## src/rtl/sys_ctrl_pkg.sv

```systemverilog
// sys_ctrl_pkg: opcode constants, FSM state and operation enums, and the
// fixed operand addresses used by the sys_ctrl_burst command controller.
// The BCNT/BDATA states only exist when SYS_CTRL_BURST_CMD_EN is defined.
package sys_ctrl_pkg;

  localparam logic [7:0] OPC_WR      = 8'hAA;
  localparam logic [7:0] OPC_RD      = 8'hBB;
  localparam logic [7:0] OPC_ALU_OP  = 8'hCC;
  localparam logic [7:0] OPC_ALU_NOP = 8'hDD;
  localparam logic [7:0] OPC_BWR     = 8'hEE;
  localparam logic [7:0] OPC_BRD     = 8'hEF;

  // Register-file slots that receive the ALU operands A and B
  localparam int OPA_ADDR = 0;
  localparam int OPB_ADDR = 1;

  typedef enum logic [3:0] {
    IDLE, ADDR, WDATA, OPA, OPB, FUN,
`ifdef SYS_CTRL_BURST_CMD_EN
    BCNT, BDATA,
`endif
    RD_WAIT, ALU_WAIT, TX
  } state_t;

  // Kind of frame in progress, remembered from the opcode byte
  typedef enum logic [1:0] {OP_WR, OP_RD, OP_BWR, OP_BRD} op_t;

endpackage

```

## src/rtl/sys_ctrl_tx_ser.sv

```systemverilog
// sys_ctrl_tx_ser: latches a 1- or 2-byte result word and pushes it into the
// TX FIFO least-significant byte first, holding the current byte while the
// FIFO reports full so nothing is lost or repeated.
module sys_ctrl_tx_ser #(
  parameter int DATA_WIDTH = 8
) (
  input  logic                      clk,
  input  logic                      rst_n,
  input  logic                      load,
  input  logic                      two,
  input  logic [2*DATA_WIDTH-1:0]   word,
  input  logic                      fifo_full,
  output logic [DATA_WIDTH-1:0]     tx_data,
  output logic                      tx_vld,
  output logic                      done
);

  logic [2*DATA_WIDTH-1:0] word_q;
  logic                    busy_q;
  logic                    idx_q;
  logic                    two_q;

  assign tx_data = idx_q ? word_q[2*DATA_WIDTH-1:DATA_WIDTH] : word_q[DATA_WIDTH-1:0];
  assign tx_vld  = busy_q && !fifo_full;
  assign done    = tx_vld && (idx_q == two_q);

  // Load a new word, or advance one byte each time the FIFO accepts one
  always_ff @(posedge clk or negedge rst_n) begin
    if (!rst_n) begin
      word_q <= '0;
      busy_q <= 1'b0;
      idx_q  <= 1'b0;
      two_q  <= 1'b0;
    end else if (load) begin
      word_q <= word;
      two_q  <= two;
      idx_q  <= 1'b0;
      busy_q <= 1'b1;
    end else if (tx_vld) begin
      if (done) busy_q <= 1'b0;
      else      idx_q  <= 1'b1;
    end
  end

endmodule

```

## src/rtl/sys_ctrl_burst.sv

```systemverilog
// sys_ctrl_burst: byte-framed command controller. Decodes write, read and ALU
// frames, drives the register file and ALU, and returns results through the
// TX serialiser. Optional burst write/read (0xEE/0xEF) is enabled with the
// SYS_CTRL_BURST_CMD_EN macro; without it those opcodes are unknown.
module sys_ctrl_burst
  import sys_ctrl_pkg::*;
#(
  parameter int DATA_WIDTH = 8,
  parameter int ADDR_WIDTH = 4,
  parameter int FUN_WIDTH  = 4
) (
  input  logic                    CLK,
  input  logic                    RST,
  input  logic [DATA_WIDTH-1:0]   RX_DATA,
  input  logic                    RX_VLD,
  input  logic [DATA_WIDTH-1:0]   RF_RdData,
  input  logic                    RF_RdData_Valid,
  input  logic [2*DATA_WIDTH-1:0] ALU_OUT,
  input  logic                    ALU_OUT_Valid,
  input  logic                    FIFO_FULL,
  output logic [ADDR_WIDTH-1:0]   RF_Address,
  output logic                    RF_WrEn,
  output logic                    RF_RdEn,
  output logic [DATA_WIDTH-1:0]   RF_WrData,
  output logic                    ALU_EN,
  output logic [FUN_WIDTH-1:0]    ALU_FUN,
  output logic                    CLKG_EN,
  output logic [DATA_WIDTH-1:0]   TX_DATA,
  output logic                    TX_VLD,
  output logic                    CLKDIV_EN,
  output logic                    CMD_ERR
);

  state_t                  state_q, state_n;
  op_t                     op_q, op_n;
  logic [ADDR_WIDTH-1:0]   addr_q, addr_n, rf_addr_n;
  logic [DATA_WIDTH-1:0]   wr_data_n;
  logic [FUN_WIDTH-1:0]    fun_n;
  logic                    wr_en_n, rd_en_n, alu_en_n, clkg_n, err_n;
  logic                    ser_load, ser_two, ser_done;
  logic [2*DATA_WIDTH-1:0] ser_word;
`ifdef SYS_CTRL_BURST_CMD_EN
  logic [DATA_WIDTH-1:0]   cnt_q, cnt_n;
`endif

  // Next-state and next-output decode; strobes default low, held fields keep value
  always_comb begin
    state_n   = state_q;
    op_n      = op_q;
    addr_n    = addr_q;
    rf_addr_n = RF_Address;
    wr_data_n = RF_WrData;
    fun_n     = ALU_FUN;
    clkg_n    = CLKG_EN;
    wr_en_n   = 1'b0;
    rd_en_n   = 1'b0;
    alu_en_n  = 1'b0;
    err_n     = RX_VLD && (state_q == RD_WAIT || state_q == ALU_WAIT || state_q == TX);
    ser_load  = 1'b0;
    ser_two   = 1'b0;
    ser_word  = {{DATA_WIDTH{1'b0}}, RF_RdData};
`ifdef SYS_CTRL_BURST_CMD_EN
    cnt_n     = cnt_q;
`endif
    case (state_q)
      IDLE: if (RX_VLD) begin
        case (RX_DATA)
          DATA_WIDTH'(OPC_WR):      begin op_n = OP_WR; state_n = ADDR; end
          DATA_WIDTH'(OPC_RD):      begin op_n = OP_RD; state_n = ADDR; end
          DATA_WIDTH'(OPC_ALU_OP):  state_n = OPA;
          DATA_WIDTH'(OPC_ALU_NOP): state_n = FUN;
`ifdef SYS_CTRL_BURST_CMD_EN
          DATA_WIDTH'(OPC_BWR):     begin op_n = OP_BWR; state_n = ADDR; end
          DATA_WIDTH'(OPC_BRD):     begin op_n = OP_BRD; state_n = ADDR; end
`endif
          default:                  err_n = 1'b1;
        endcase
      end
      ADDR: if (RX_VLD) begin
        addr_n = RX_DATA[ADDR_WIDTH-1:0];
        if (op_q == OP_RD) begin
          rd_en_n   = 1'b1;
          rf_addr_n = RX_DATA[ADDR_WIDTH-1:0];
          state_n   = RD_WAIT;
        end
`ifdef SYS_CTRL_BURST_CMD_EN
        else if (op_q == OP_BWR || op_q == OP_BRD) state_n = BCNT;
`endif
        else state_n = WDATA;
      end
      WDATA: if (RX_VLD) begin
        wr_en_n   = 1'b1;
        rf_addr_n = addr_q;
        wr_data_n = RX_DATA;
        state_n   = IDLE;
      end
      OPA: if (RX_VLD) begin
        wr_en_n   = 1'b1;
        rf_addr_n = ADDR_WIDTH'(OPA_ADDR);
        wr_data_n = RX_DATA;
        state_n   = OPB;
      end
      OPB: if (RX_VLD) begin
        wr_en_n   = 1'b1;
        rf_addr_n = ADDR_WIDTH'(OPB_ADDR);
        wr_data_n = RX_DATA;
        state_n   = FUN;
      end
      FUN: if (RX_VLD) begin
        fun_n    = RX_DATA[FUN_WIDTH-1:0];
        alu_en_n = 1'b1;
        clkg_n   = 1'b1;
        state_n  = ALU_WAIT;
      end
`ifdef SYS_CTRL_BURST_CMD_EN
      BCNT: if (RX_VLD) begin
        cnt_n = RX_DATA;
        if (RX_DATA == '0) state_n = IDLE;
        else if (op_q == OP_BWR) state_n = BDATA;
        else begin
          rd_en_n   = 1'b1;
          rf_addr_n = addr_q;
          state_n   = RD_WAIT;
        end
      end
      BDATA: if (RX_VLD) begin
        wr_en_n   = 1'b1;
        rf_addr_n = addr_q;
        wr_data_n = RX_DATA;
        addr_n    = addr_q + 1'b1;
        cnt_n     = cnt_q - 1'b1;
        if (cnt_q == DATA_WIDTH'(1)) state_n = IDLE;
      end
`endif
      RD_WAIT: if (RF_RdData_Valid) begin
        ser_load = 1'b1;
        state_n  = TX;
      end
      ALU_WAIT: if (ALU_OUT_Valid) begin
        clkg_n   = 1'b0;
        ser_load = 1'b1;
        ser_two  = 1'b1;
        ser_word = ALU_OUT;
        state_n  = TX;
      end
      TX: if (ser_done) begin
        state_n = IDLE;
`ifdef SYS_CTRL_BURST_CMD_EN
        // A burst read fetches the next register only after the previous byte left
        if (op_q == OP_BRD && cnt_q != DATA_WIDTH'(1)) begin
          cnt_n     = cnt_q - 1'b1;
          addr_n    = addr_q + 1'b1;
          rf_addr_n = addr_q + 1'b1;
          rd_en_n   = 1'b1;
          state_n   = RD_WAIT;
        end
`endif
      end
      default: state_n = IDLE;
    endcase
  end

  // State and registered outputs; reset abandons any frame in progress
  always_ff @(posedge CLK or negedge RST) begin
    if (!RST) begin
      state_q    <= IDLE;
      op_q       <= OP_WR;
      addr_q     <= '0;
      RF_Address <= '0;
      RF_WrData  <= '0;
      RF_WrEn    <= 1'b0;
      RF_RdEn    <= 1'b0;
      ALU_EN     <= 1'b0;
      ALU_FUN    <= '0;
      CLKG_EN    <= 1'b0;
      CMD_ERR    <= 1'b0;
      CLKDIV_EN  <= 1'b0;
`ifdef SYS_CTRL_BURST_CMD_EN
      cnt_q      <= '0;
`endif
    end else begin
      state_q    <= state_n;
      op_q       <= op_n;
      addr_q     <= addr_n;
      RF_Address <= rf_addr_n;
      RF_WrData  <= wr_data_n;
      RF_WrEn    <= wr_en_n;
      RF_RdEn    <= rd_en_n;
      ALU_EN     <= alu_en_n;
      ALU_FUN    <= fun_n;
      CLKG_EN    <= clkg_n;
      CMD_ERR    <= err_n;
      CLKDIV_EN  <= 1'b1;
`ifdef SYS_CTRL_BURST_CMD_EN
      cnt_q      <= cnt_n;
`endif
    end
  end

  sys_ctrl_tx_ser #(.DATA_WIDTH(DATA_WIDTH)) u_tx_ser (
    .clk       (CLK),
    .rst_n     (RST),
    .load      (ser_load),
    .two       (ser_two),
    .word      (ser_word),
    .fifo_full (FIFO_FULL),
    .tx_data   (TX_DATA),
    .tx_vld    (TX_VLD),
    .done      (ser_done)
  );

endmodule

```

## config.mk

```make
export PLATFORM = sky130hd
export DESIGN_NAME = sys_ctrl_burst
export DESIGN_NICKNAME = d
export VERILOG_FILES = /design/src/rtl/sys_ctrl_pkg.sv /design/src/rtl/sys_ctrl_tx_ser.sv /design/src/rtl/sys_ctrl_burst.sv
export SDC_FILE = /design/constraint.sdc
export NUM_CORES = 1
export LEC_CHECK = 0
export ABC_AREA = 1
export CAP_MARGIN = 20
export CORE_ASPECT_RATIO = 0.8
export CORE_MARGIN = 2
export CORE_UTILIZATION = 43
export CTS_CLUSTER_DIAMETER = 120
export DETAILED_ROUTE_END_ITERATION = 12
export PLACE_DENSITY_LB_ADDON = 0.1
export SLEW_MARGIN = 20
export SYNTH_ARGS = -nofsm -noshare
export SYNTH_HDL_FRONTEND = slang
export SYNTH_SLANG_ARGS = --single-unit
```

## constraint.sdc

```tcl
create_clock -name CLK -period 1.35 [get_ports CLK]
set_input_delay 0.2025 -clock CLK [delete_from_list [all_inputs] [get_ports CLK]]
set_output_delay 0.2025 -clock CLK [all_outputs]
set_load 0.02 [all_outputs]
```

Word level (Yosys, flattened, before mapping)
Index checks and enable logic that the tools add are counted.
- register bits after elaboration: 51
- equal/unequal tests: 26
- multiplexer cells: 43
- reductions and logical operators: 24
- operator list (cell ; number):
    2-to-1 mux 4 bit ; 13
    one-hot mux 4 bit (9 select lines) ; 1
    equality test 8 bit (second input constant) ; 4
    2-to-1 mux 16 bit ; 2
    != test 2 bit (second input constant) ; 11
    2-to-1 mux 1 bit ; 20
    equality test 4 x 3 -> 1 bit (second input constant) ; 4
    one-hot mux 4 bit (4 select lines) ; 1
    one-hot mux 4 bit (3 select lines) ; 1
    AND reduction 10 bit ; 1
    AND reduction 2 bit ; 5
    equality test 4 x 2 -> 1 bit (second input constant) ; 2
    2-to-1 mux 8 bit ; 1
    nonzero test 2 bit ; 4
    AND reduction 3 bit ; 2
    AND reduction 6 bit ; 1
    equality test 4 x 1 -> 1 bit (second input constant) ; 1
    equality test 4 bit (second input constant) ; 1
    zero test 4 bit ; 1
    != test 4 x 2 -> 1 bit (second input constant) ; 1
    one-hot mux 1 bit (2 select lines) ; 2
    one-hot mux 2 bit (2 select lines) ; 1
    nonzero test 4 bit ; 1
    OR reduction 4 bit ; 1
    other kinds (8) ; 11

Logic depth before layout (Yosys ltp)
Gate-level depths: netlist (run 1).
- depth in word-level cells: 7
- mapped depth: 10

By module
A second synthesis (run 1) with hierarchy kept.
- cell total of the unflattened synthesis: 339
- area, all modules: 2626.3 µm²
- modules (own cells, without submodules) (module ; instances ; cells an instance ; area each (µm²)):
    sys_ctrl_burst ; 1 ; 236 ; 1744.2
    sys_ctrl_tx_ser ; 1 ; 103 ; 882.1

Worst setup path after synthesis (run 1)
Ideal clock, no wire load.
- path kind: register -> register
- from: register u_tx_ser.busy_q
- to: register state_q[0]
- arrival time: 1372 ps
- required time: 1233 ps
- slack: -139 ps
- stages on the path, launching flop included: 10
- period minus slack after synthesis: 1489 ps
- cell sequence: dfrtp_1 inv_1 nor2_1 nand3_1 nand2_1 nand3_1 nor2_2 nand3_1 nand2_1 nand2_1
- longest elaborated chain between the ends: 4
- RTL lines (what ; RTL line ; RTL):
    start, declared ; sys_ctrl_tx_ser.sv:19 ; logic busy_q;
    start signal, assigned ; sys_ctrl_tx_ser.sv:31 ; busy_q <= 1'b0;
    start signal, assigned ; sys_ctrl_tx_ser.sv:38 ; busy_q <= 1'b1;
    start signal, assigned ; sys_ctrl_tx_ser.sv:40 ; if (done) busy_q <= 1'b0;
    logical AND 1 bit ; sys_ctrl_tx_ser.sv:24 ; assign tx_vld = busy_q && !fifo_full;
    named net TX_VLD ; sys_ctrl_burst.sv:29 ; output logic TX_VLD,
    logical AND 1 bit ; sys_ctrl_tx_ser.sv:25 ; assign done = tx_vld && (idx_q == two_q);
    != test 2 bit (no line) ; - ;
    AND reduction 10 bit (no line) ; - ;
    end signal, assigned ; sys_ctrl_burst.sv:182 ; state_q <= state_n;
    end, declared ; sys_ctrl_burst.sv:34 ; state_t state_q, state_n;
The timed path passes the listed nets, and every way through them passes these cells.
A chain may end at the register's enable or synchronous reset.

Final worst setup path (run 1)
- from: register u_tx_ser.idx_q
- to: output TX_DATA[3]
- longest elaborated chain between the ends: 1
- RTL lines (what ; RTL line ; RTL):
    start, declared ; sys_ctrl_tx_ser.sv:20 ; logic idx_q;
    start signal, assigned ; sys_ctrl_tx_ser.sv:32 ; idx_q <= 1'b0;
    start signal, assigned ; sys_ctrl_tx_ser.sv:37 ; idx_q <= 1'b0;
    start signal, assigned ; sys_ctrl_tx_ser.sv:41 ; else idx_q <= 1'b1;
    2-to-1 mux 8 bit ; sys_ctrl_tx_ser.sv:23 ; assign tx_data = idx_q ? word_q[2*DATA_WIDTH-1:DATA_WIDTH] : word_q[DATA_WIDTH-1:0];
    end, declared ; sys_ctrl_burst.sv:28 ; output logic [DATA_WIDTH-1:0] TX_DATA,
No other way between the ends.

==> qor.tcl, run 1 <==
set qor(status) {finished with violations}
set qor(violations_in_the_final_reports) {negative setup slack}
set qor(post_synth_and_or_nand_nor_area_fraction_pct) 25.1
set qor(hold_crit_endpoint) {RF_Address[0]$_DFFE_PN0P_}
set qor(final_max_slew_viol_count) 0
set qor(r2r-start) {state_q[2]$_DFFE_PN0P_}
set qor(cts_tree) {done}
set qor(postRouteAntennaNets) 0
set qor(critPathBufInv) 3
set qor(totalWireLength_um) 7580
set qor(startpoint_type) {flip-flop}
set qor(most_heavily_used_metal_layer_in_global_routing) {met2}
set qor(worst_path_maximum_fanout) 6
set qor(placed_area_mm2) 0.00340
set qor(postSynth.asyncResetShare_pct) 100
set qor(fmax_mhz) 657
set qor(die_x_um) 86.9
set qor(drt-initial-drc-count) 235
set qor(ys.flop_type) {dfrtp_1}
set qor(placeableCoreArea_mm2) 0.00538
set qor(finish.net_count) 455
set qor(yosys_register_bits) 50
set qor(setup_repair_after_global_routing_missed_its_margin) {yes}
set qor(start_point_of_the_worst_min_delay_path) {RX_DATA[0]}
set qor(syn_area_per_cell_um2) 8.10
set qor(core.rowCount) 24
set qor(post_synth_num_cell_types) 27
set qor(power_per_cell_area_mw_per_mm2) 2080
set qor(synth_top_cells_by_count) {nand2_1 (86), dfrtp_1 (50), o21ai_0 (40), nor2_1 (28), inv_1 (27)}
set qor(layout.cells.non_filler) 483
set qor(clock_sinks) 50
set qor(antenna_found_initial) 0
set qor(first_global_vias) 2244
set qor(synth_area_leader_cell) {dfrtp_1}
set qor(required_ns) 1.15
set qor(met2_capacity_usage_during_global_routing_pct) 34.4
set qor(vias) 2489
set qor(final_layout_size_suffix_gt1_share_pct) 40.7
set qor(maximum_capacitance_violations) 0
set qor(grt_use_total_pct) 23.3
set qor(hpwl_um) 4520
set qor(synth_compound_area_share_pct) 14.5
set qor(die-area_mm2) 0.00612
set qor(worst_ir_drop_vdd_uv) 1110
set qor(pin_count) 69
set qor(origin_of_the_worst_setup_path) {u_tx_ser.idx_q$_DFFE_PN0P_}
set qor(leakage_power_total_nw) 1.99
set qor(timing.final.ws_setup_ns) -0.172
set qor(critical_path.top_delay_family) {flip-flops}
set qor(grtUsageMet1_pct) 34.1
set qor(first_pass_iters) 4
set qor(grt_first_pass_wirelength_um) 11000
set qor(starting_density_pct) 44.0
set qor(reg2reg_slack_ns) -0.14
set qor(yosysSeqAreaShare_pct) 52.9
set qor(synth_edf_count) 0
set qor(worstSetupEndpointType) {output port}
set qor(post_synthesis_adder_cell_area_fraction_pct) 0
set qor(vias_per_cell) 5.15
set qor(crit_path_top_delay_cell) {dfrtp_2}
set qor(critical_path_cell_count) 4
set qor(yosys-top-cells-area) {dfrtp_1 (53%), nand2_1 (14%), o21ai_0 (8.5%)}
set qor(worst_clock_skew_ns) 0.0101
set qor(setup.worst_path.class) {flip-flop to output port}
set qor(ff2ff_path_depth) 9
set qor(synth_top_cell_area_share_pct) 52.9
set qor(portBuffers) 68
set qor(finalCritPeriodShare_pct) 113
set qor(yosysWarnings) 0
set qor(yosys-mux-area-fraction_pct) 0
set qor(mappedNetlistNets) 330
set qor(hold_path_depth) 5
set qor(insertion_delay_ns) 0.31
set qor(timing.final.hold_violations) 0
set qor(critical_path.reg2reg.endpoint) {state_q[0]$_DFFE_PN0P_}
set qor(period_minus_slack_ns) 1.52
set qor(synthXorXnorAreaFrac_pct) 0
set qor(report.final.setup_viol) 36
set qor(crit_path_max_incr_delay_ns) 0.47
set qor(postSynthCellCount) 292
set qor(fin_hold_ws_ns) 0.347
set qor(chipHeight_um) 70.3
set qor(gp_congestion) 0.923
set qor(clock-root-buffer) {clkbuf_8}
set qor(gr-usage-met3_pct) 5.20
set qor(global_route.overflow_total) 0
set qor(post-route-drc-count) 0
set qor(design_area_mm2) 0.00415
set qor(antenna_cells) 0
set qor(design_power_total_mw) 8.62
set qor(cp_cell_sequence) {inv_4 > buf_12 > o21ai_1 > buf_2}
set qor(grt_start_max_net_pins) 51
set qor(detail_route.wl_per_cell_um) 15.7
set qor(deepest_level_of_the_cts_h_tree) 2
set qor(area_growth_pct) 75.5
set qor(holdCritPathClass) {input pin to flip-flop}
set qor(setup_tns_ns) -2.85
set qor(yosys.cell_count.top_type) {nand2_1}
set qor(cts.path.max_buffers) 2
set qor(mappedNetlistArea_mm2) 0.00237
set qor(post-place-cells) 455
set qor(synth_top_family_by_area) {simple AND/OR/NAND/NOR gates}
set qor(path_clk_slew_ns) 0.10
set qor(cts_made_buffers) 5
set qor(arrival_ns) 1.32
==> how the worst max path moves through the flow <==
| stage | endpoint | slack (ns) |
|---|---|---|
| after floorplan | TX_DATA[0] | 0.004 |
| after global placement | TX_VLD | -0.23 |
| after detailed placement | state_q[1]$_DFFE_PN0P_ | -0.24 |
| after CTS | TX_DATA[3] | -0.13 |
| after global routing | state_q[2]$_DFFE_PN0P_ | -0.20 |
| final | TX_DATA[3] | -0.17 |
==> cells in the final DEF, fill, tap and decap left out, types with 3 or more instances in the layout <==
master	count
nand2_2	17
o21ai_2	18
o21ai_4	3
a21oi_1	3
inv_1	23
inv_4	3
a31oi_1	3
buf_12	7
inv_2	5
nand3_2	4
o21ai_1	18
nor2_2	8
nor2_4	14
buf_4	38
nand3_4	5
buf_6	12
o21ai_0	10
nand3_1	3
nand2_4	12
clkbuf_8	6
clkdlybuf4s50_1	35
buf_2	3
dfrtp_1	48
dlygate4sd2_1	22
nand2_1	63
nor2_1	10
==> area by class of cell <==
| type | count | area, um2 |
|---|---|---|
| fillers | 368 | 1220 |
| clock inverters | 1 | 5.00 |
| inverters | 33 | 156 |
| clock buffers | 7 | 86.3 |
| repair buffers | 122 | 1190 |
| flip-flops and latches | 50 | 1250 |
| well taps | 65 | 81.3 |
| multi-input cells | 203 | 1370 |
| repair inverters | 2 | 16.3 |
==> power breakdown <==
part,internal [mW],total [mW],switching [mW]
Clock,0.415,0.909,0.494
Sequential,2.14,2.56,0.418
Combinational,2.29,5.15,2.86
Total,4.84,8.62,3.77
==> flip-flops by register name (all words and copies together) (netlist names) <==
signal	count
op_q	1
RF_WrEn	1
ALU_FUN	4
u_tx_ser.word_q	16
RF_WrData	8
addr_q	4
CLKG_EN	1
state_q	4
u_tx_ser.idx_q	1
ALU_EN	1
u_tx_ser.busy_q	1
u_tx_ser.two_q	1
RF_RdEn	1
RF_Address	4
CLKDIV_EN	1
CMD_ERR	1
==> worst register-to-register path, delay by kind of cell, from the launching register on <==
family,cells,cell delay [ns]
flip-flops,1,0.40
AND/OR/NAND/NOR,5,0.48
AO/OA/AOI/OAI,1,0.19
buffers and inverters,3,0.33
==> through the flow <==
stage,util [%],setup WS [ns]
final,77.3,-0.172
after global routing,77.3,-0.196
after CTS,67.9,-0.128
after detailed placement,63.3,-0.239
after global placement,63.3,-0.228
after floorplan,-,0.00412
==> cell families (layout without fill, tap and decap cells) <==
| kind of cell | Yosys count | count (layout) |
|---|---|---|
| other | 1 | 1 |
| buffers and inverters | 39 | 165 |
| DFF | 50 | 50 |
| AOI/OAI and AO/OA | 62 | 62 |
| and+or+nand+nor | 140 | 140 |
==> per-layer routing <==
metal	up-vias	routed length, um	share of wire [%]
met5	-	0	0
met4	0	82	1.1
met3	12	540	7.1
met2	85	3700	49
met1	1206	3260	43
li1	1186	-	-
==> repair_timing <==
action	in CTS	in global routing
hold buffers	1	0
resized for setup	103	137
endpoints found under the hold margin	50	0
cloned	2	1
endpoints found under the setup margin	70	49
buffers inserted	6	12
pin swaps	8	28
(Power assumes the default switching activity.)
==> run 2, diff against run 1 <==
--- a/config.mk
+++ b/config.mk
@@ -7,7 +7,6 @@
 export LEC_CHECK = 0
 export ABC_AREA = 1
 export CAP_MARGIN = 20
-export CORE_ASPECT_RATIO = 0.8
 export CORE_MARGIN = 2
 export CORE_UTILIZATION = 43
 export CTS_CLUSTER_DIAMETER = 120
==> qor.tcl, run 2 (same netlist as run 1, synthesis figures left out) <==
set qor(status) {finished with violations}
set qor(violations_in_the_final_reports) {negative setup slack}
set qor(detail_route.wl_per_cell_um) 13.8
set qor(worst_clock_skew_ns) 0.00704
set qor(maximum_capacitance_violations) 0
set qor(chipHeight_um) 78.2
set qor(holdCritPathClass) {input pin to asynchronous set/reset pin}
set qor(final_max_slew_viol_count) 0
set qor(clock-root-buffer) {clkbuf_8}
set qor(power_per_cell_area_mw_per_mm2) 2080
set qor(post-route-drc-count) 0
set qor(area_growth_pct) 68.0
set qor(worst_ir_drop_vdd_uv) 1400
set qor(die_x_um) 78.2
set qor(grt_use_total_pct) 21.4
set qor(pin_count) 69
set qor(postRouteAntennaNets) 0
set qor(cts_tree) {done}
set qor(startpoint_type) {flip-flop}
set qor(setup.worst_path.class) {flip-flop to flip-flop}
set qor(worstSetupEndpointType) {flip-flop}
set qor(final_cell_mix) {nand2_1 (67), dfrtp_1 (48), buf_4 (43), clkdlybuf4s50_1 (36), o21ai_1 (27)}
set qor(worst_path_maximum_fanout) 8
set qor(setup_repair_after_global_routing_missed_its_margin) {yes}
set qor(post-place-cells) 461
set qor(antenna_cells) 0
set qor(insertion_delay_ns) 0.31
set qor(grt_start_max_net_pins) 51
set qor(r2r-start) {state_q[3]$_DFFE_PN0P_}
set qor(drt-initial-drc-count) 108
set qor(reg2reg_slack_ns) -0.13
set qor(finish.net_count) 453
set qor(placeableCoreArea_mm2) 0.00541
set qor(deepest_level_of_the_cts_h_tree) 2
set qor(top_regs) {u_tx_ser.word_q x16, RF_WrData x8}
set qor(totalWireLength_um) 6760
set qor(period_minus_slack_ns) 1.48
set qor(vias) 2369
set qor(report.final.setup_viol) 31
set qor(first_pass_iters) 4
set qor(timing.final.ws_setup_ns) -0.128
set qor(finalCritPeriodShare_pct) 109
set qor(cp_cell_sequence) {buf_4 > nor2_4 > nand2_2 > nand2_4 > nand2_8 > o21ai_4 > nor2_2 > a31oi_1}
set qor(required_ns) 1.57
set qor(cts.path.max_buffers) 2
set qor(antenna_found_initial) 0
set qor(final_layout_size_suffix_gt1_share_pct) 35.3
set qor(origin_of_the_worst_setup_path) {state_q[3]$_DFFE_PN0P_}
set qor(path_clk_slew_ns) 0.10
set qor(grt_first_pass_wirelength_um) 10300
set qor(top_register) {u_tx_ser.word_q}
set qor(timing.final.hold_violations) 0
set qor(core.rowCount) 27
set qor(hpwl_um) 4280
set qor(vias_per_cell) 4.85
set qor(layout_commonest_cell) {nand2_1}
set qor(clock_sinks) 50
set qor(largest_reg_flops) 16
set qor(global_route.overflow_total) 0
set qor(first_global_vias) 2293
set qor(crit_path_max_incr_delay_ns) 0.41
set qor(fmax_mhz) 677
set qor(ff2ff_path_depth) 8
set qor(portBuffers) 68
set qor(die-area_mm2) 0.00611
set qor(layout.cells.non_filler) 488
set qor(critical_path.reg2reg.endpoint) {RF_Address[1]$_DFFE_PN0P_}
set qor(starting_density_pct) 43.8
set qor(leakage_power_total_nw) 1.93
set qor(cts_made_buffers) 5
set qor(gp_congestion) 0.866
set qor(setup_tns_ns) -1.58
set qor(crit_path_top_delay_cell) {dfrtp_1}
set qor(arrival_ns) 1.70
set qor(worst_setup_path_endpoint) {RF_Address[1]$_DFFE_PN0P_}
[run 2: cell types whose count changed in the layout (fill, tap and decap cells not counted), moves of 5 or more]
cell / delta
o21ai_1: +9
buf_4: +5
nor2_1: +6
o21ai_2: -6
nor2_4: -5
[run 2: final cells by class]
type	instances	area (um2)
flip-flops and latches	50	1250
repair buffers	121	1120
fillers	389	1430
inverters	33	149
clock buffers	5	68.8
clock inverters	3	43.8
repair inverters	1	7.51
multi-input cells	203	1240
well taps	72	90.1
[run 2: worst min path at each step]
stage | to | depth (start not counted)
after floorplan | ALU_EN$_DFF_PN0_ | 0
after global placement | u_tx_ser.word_q[14]$_DFFE_PN0N_ | 2
after detailed placement | u_tx_ser.word_q[10]$_DFFE_PN0N_ | 2
after CTS | ALU_FUN[2]$_DFFE_PN0P_ | 3
after global routing | u_tx_ser.word_q[10]$_DFFE_PN0N_ | 3
final | u_tx_ser.word_q[10]$_DFFE_PN0N_ | 3
[run 2: report_power, final]
| group | switching, mW | total (mW) | internal, mW |
|---|---|---|---|
| combinational | 2.60 | 4.63 | 2.03 |
| clock | 0.523 | 1.08 | 0.556 |
| sequential | 0.400 | 2.54 | 2.14 |
| total | 3.52 | 8.26 | 4.73 |
[run 2: what timing repair did]
item / 4_1_cts / 5_1_grt
hold buffers: 1 / 0
gates cloned: 1 / 2
hold endpoints to repair: 50 / 0
setup buffers: 7 / 8
pin swaps: 9 / 27
gates resized for setup: 115 / 85
endpoints found under the setup margin: 71 / 51
[run 2: metrics by stage]
stage	util, %	power (mW)	hold WS, ns	setup WS (ns)	area (um2)
global placement	62.8	6.22	0.213	-0.228	3390
global route	73.5	8.81	0.451	-0.192	3970
CTS	67.8	7.54	0.422	-0.0888	3660
finish	73.5	8.26	0.409	-0.128	3970
floorplan	-	4.58	-0.0931	0.00412	2370
detailed placement	62.8	6.30	0.216	-0.245	3390
[run 2: per-layer routing]
metal,GRT usage [%],wire (um),up-vias
li1,-,-,1182
met2,38.5,3380,75
met5,0,0,-
met1,26.0,2900,1101
met4,7.37,163,0
met3,3.45,318,11
[run 2: worst max-delay path: cells and delay by family, from the launching register on]
kind                   cells  cell delay (ns)
AO/OA/AOI/OAI              2             0.30
buffers and inverters      1             0.16
flip-flops                 1             0.41
AND/OR/NAND/NOR            5             0.53
==> run 3, diff against run 2 <==
--- a/config.mk
+++ b/config.mk
@@ -5,10 +5,10 @@
 export SDC_FILE = /design/constraint.sdc
 export NUM_CORES = 1
 export LEC_CHECK = 0
-export ABC_AREA = 1
 export CAP_MARGIN = 20
+export CORE_ASPECT_RATIO = 0.7
 export CORE_MARGIN = 2
-export CORE_UTILIZATION = 43
+export CORE_UTILIZATION = 42
 export CTS_CLUSTER_DIAMETER = 120
 export DETAILED_ROUTE_END_ITERATION = 12
 export PLACE_DENSITY_LB_ADDON = 0.1
==> qor.tcl, run 3 <==
set qor(worst_ir_drop_vdd_uv) 1150
set qor(fmax_mhz) 562
set qor(required_ns) 1.55
set qor(fin_hold_ws_ns) 0.310
set qor(antenna_found_initial) 0
set qor(final_cell_mix) {dfrtp_1 (46), buf_4 (46), clkdlybuf4s50_1 (32), buf_6 (29), dlygate4sd2_1 (24)}
set qor(origin_of_the_worst_setup_path) {state_q[0]$_DFFE_PN0P_}
set qor(post-route-drc-count) 0
set qor(mappedNetlistArea_mm2) 0.00231
set qor(pin_count) 69
set qor(portBuffers) 68
set qor(yosys-top-cells-area) {dfrtp_1 (54%), mux2_2 (14%), mux2i_1 (4.3%)}
set qor(post_synthesis_adder_cell_area_fraction_pct) 0
set qor(postSynth.asyncResetShare_pct) 100
set qor(placed_area_mm2) 0.00356
set qor(final_max_slew_viol_count) 0
set qor(grt_start_max_net_pins) 38
set qor(deepest_level_of_the_cts_h_tree) 2
set qor(vias_per_cell) 5.02
set qor(insertion_delay_ns) 0.30
set qor(first_pass_iters) 4
set qor(yosysSeqAreaShare_pct) 54.1
set qor(synth_top_cell_area_share_pct) 54.1
set qor(first_global_vias) 2093
set qor(synth_edf_count) 0
set qor(detail_route.wl_per_cell_um) 16.2
set qor(antenna_cells) 0
set qor(maximum_capacitance_violations) 0
set qor(setup_tns_ns) -16.04
set qor(vias) 2025
set qor(worstSetupEndpointType) {flip-flop}
set qor(die_x_um) 92.7
set qor(timing.final.hold_violations) 0
set qor(grt_use_total_pct) 21.9
set qor(design_power_total_mw) 8.90
set qor(power_per_cell_area_mw_per_mm2) 2200
set qor(synth_top_cells_by_count) {dfrtp_1 (50), mux2_2 (28), nand2_1 (14), o21ai_0 (13), a22o_1 (11)}
set qor(holdCritPathClass) {input pin to asynchronous set/reset pin}
set qor(timing.final.ws_setup_ns) -0.428
set qor(cts_tree) {done}
set qor(synth_area_leader_cell) {dfrtp_1}
set qor(setup.worst_path.class) {flip-flop to flip-flop}
set qor(setup_repair_after_global_routing_missed_its_margin) {yes}
set qor(grt_first_pass_wirelength_um) 10200
set qor(starting_density_pct) 43.7
set qor(worst_clock_skew_ns) 0.00450
set qor(cts.path.max_buffers) 2
set qor(synthXorXnorAreaFrac_pct) 0.379
set qor(period_minus_slack_ns) 1.78
set qor(status) {finished with violations}
set qor(finalCritPeriodShare_pct) 132
set qor(postRouteAntennaNets) 0
set qor(finish.net_count) 369
set qor(placeableCoreArea_mm2) 0.00529
set qor(yosys_register_bits) 50
set qor(yosys-mux-area-fraction_pct) 18.9
set qor(top_register) {u_tx_ser.word_q}
set qor(mappedNetlistNets) 230
set qor(totalWireLength_um) 6520
set qor(violations_in_the_final_reports) {negative setup slack}
set qor(largest_reg_flops) 16
set qor(post_synth_num_cell_types) 43
set qor(chipHeight_um) 66.1
set qor(die-area_mm2) 0.00612
set qor(synth_compound_area_share_pct) 12.6
set qor(core.rowCount) 22
set qor(synth_top_family_by_area) {multiplexers}
set qor(yosysWarnings) 0
set qor(hpwl_um) 4210
set qor(worst_setup_path_endpoint) {op_q[0]$_DFFE_PN0P_}
set qor(report.final.setup_viol) 55
set qor(reg2reg_slack_ns) -0.43
set qor(post_synth_and_or_nand_nor_area_fraction_pct) 10.1
set qor(final_core_utilization_pct) 76.7
set qor(top_regs) {u_tx_ser.word_q x16, RF_WrData x8}
set qor(r2r-start) {state_q[0]$_DFFE_PN0P_}
set qor(syn_area_per_cell_um2) 12.0
set qor(area_growth_pct) 75.3
set qor(gp_congestion) 0.778
set qor(critical_path.reg2reg.endpoint) {op_q[0]$_DFFE_PN0P_}
set qor(design_area_mm2) 0.00405
set qor(leakage_power_total_nw) 1.91
set qor(global_route.overflow_total) 0
set qor(worst_path_maximum_fanout) 4
set qor(final_layout_size_suffix_gt1_share_pct) 47.4
set qor(postSynthCellCount) 192
set qor(post-place-ws_ns) -0.826
set qor(path_clk_slew_ns) 0.09
set qor(post-place-cells) 376
set qor(layout.cells.non_filler) 403
set qor(cts_made_buffers) 5
set qor(drt-initial-drc-count) 74
set qor(clock-root-buffer) {clkbuf_8}
set qor(startpoint_type) {flip-flop}
set qor(yosys.cell_count.top_type) {dfrtp_1}
set qor(ys.flop_type) {dfrtp_1}
set qor(clock_sinks) 50
set qor(arrival_ns) 1.98
set qor(ff2ff_path_depth) 4
## run 3: changes by cell type in the layout (fill, tap and decap cells not counted), sizes merged, moves of 10 or more
cell,change
nand2,-79
o21ai,-35
mux2,+30
nor2,-27
buf,+23
inv,-23
nand3,-11
mux2i,+10
## run 3: final cells by class
class                           instances  area, um2
Sequential cell                        50       1260
Tap cell                               72       90.1
Multi-Input combinational cell        123       1200
Clock inverter                          1       30.0
Inverter                                9       36.3
Clock buffer                            6       82.6
Timing Repair Buffer                  142       1360
Fill cell                             355       1230
## run 3: kinds of logic after synthesis
| logic type | after synthesis |
|---|---|
| mux | 40 |
| flops | 50 |
| buf+inv | 19 |
| compound gates | 40 |
| xor+xnor | 1 |
| simple gates | 41 |
| other cells | 1 |
## run 3: routing by layer
layer	track usage, %	wire length, um	vias up
met3	5.82	344	6
met2	32.8	2890	43
met5	0	0	-
li1	-	-	968
met4	4.41	43	0
met1	32.3	3240	1008
## run 3: how the worst min path moves through the flow
stage,startpoint,to,slack [ns],depth (start not counted)
finish,RST,RF_WrData[1]$_DFFE_PN0P_,0.31,2
global route,RST,RF_WrData[1]$_DFFE_PN0P_,0.33,2
CTS,RST,RF_WrData[1]$_DFFE_PN0P_,0.32,2
detailed placement,RST,RF_WrData[2]$_DFFE_PN0P_,0.12,1
global placement,RST,ALU_FUN[2]$_DFFE_PN0P_,0.12,1
floorplan,RST,ALU_EN$_DFF_PN0_,-0.09,0
## run 3: power by group
part	switching (mW)	total, mW	internal, mW
Sequential	0.419	2.60	2.18
Clock	0.503	1.10	0.594
Combinational	2.24	5.20	2.96
Total	3.16	8.90	5.74
## run 3: repair_timing
item                                   4_1_cts  5_1_grt
hold buffers                                 1        0
pin swaps                                   12        9
gates cloned                                 1        0
setup endpoints to repair                   79       58
endpoints found under the hold margin       13        0
buffers inserted                            19        4
resized for setup                          106       40
## run 3: critical path, cell delays in order, from the launching register on
cell     delay (ns)
dfrtp_2        0.44
or4_4          0.56
or4_4          0.50
a21oi_2        0.13
nor2_1         0.05
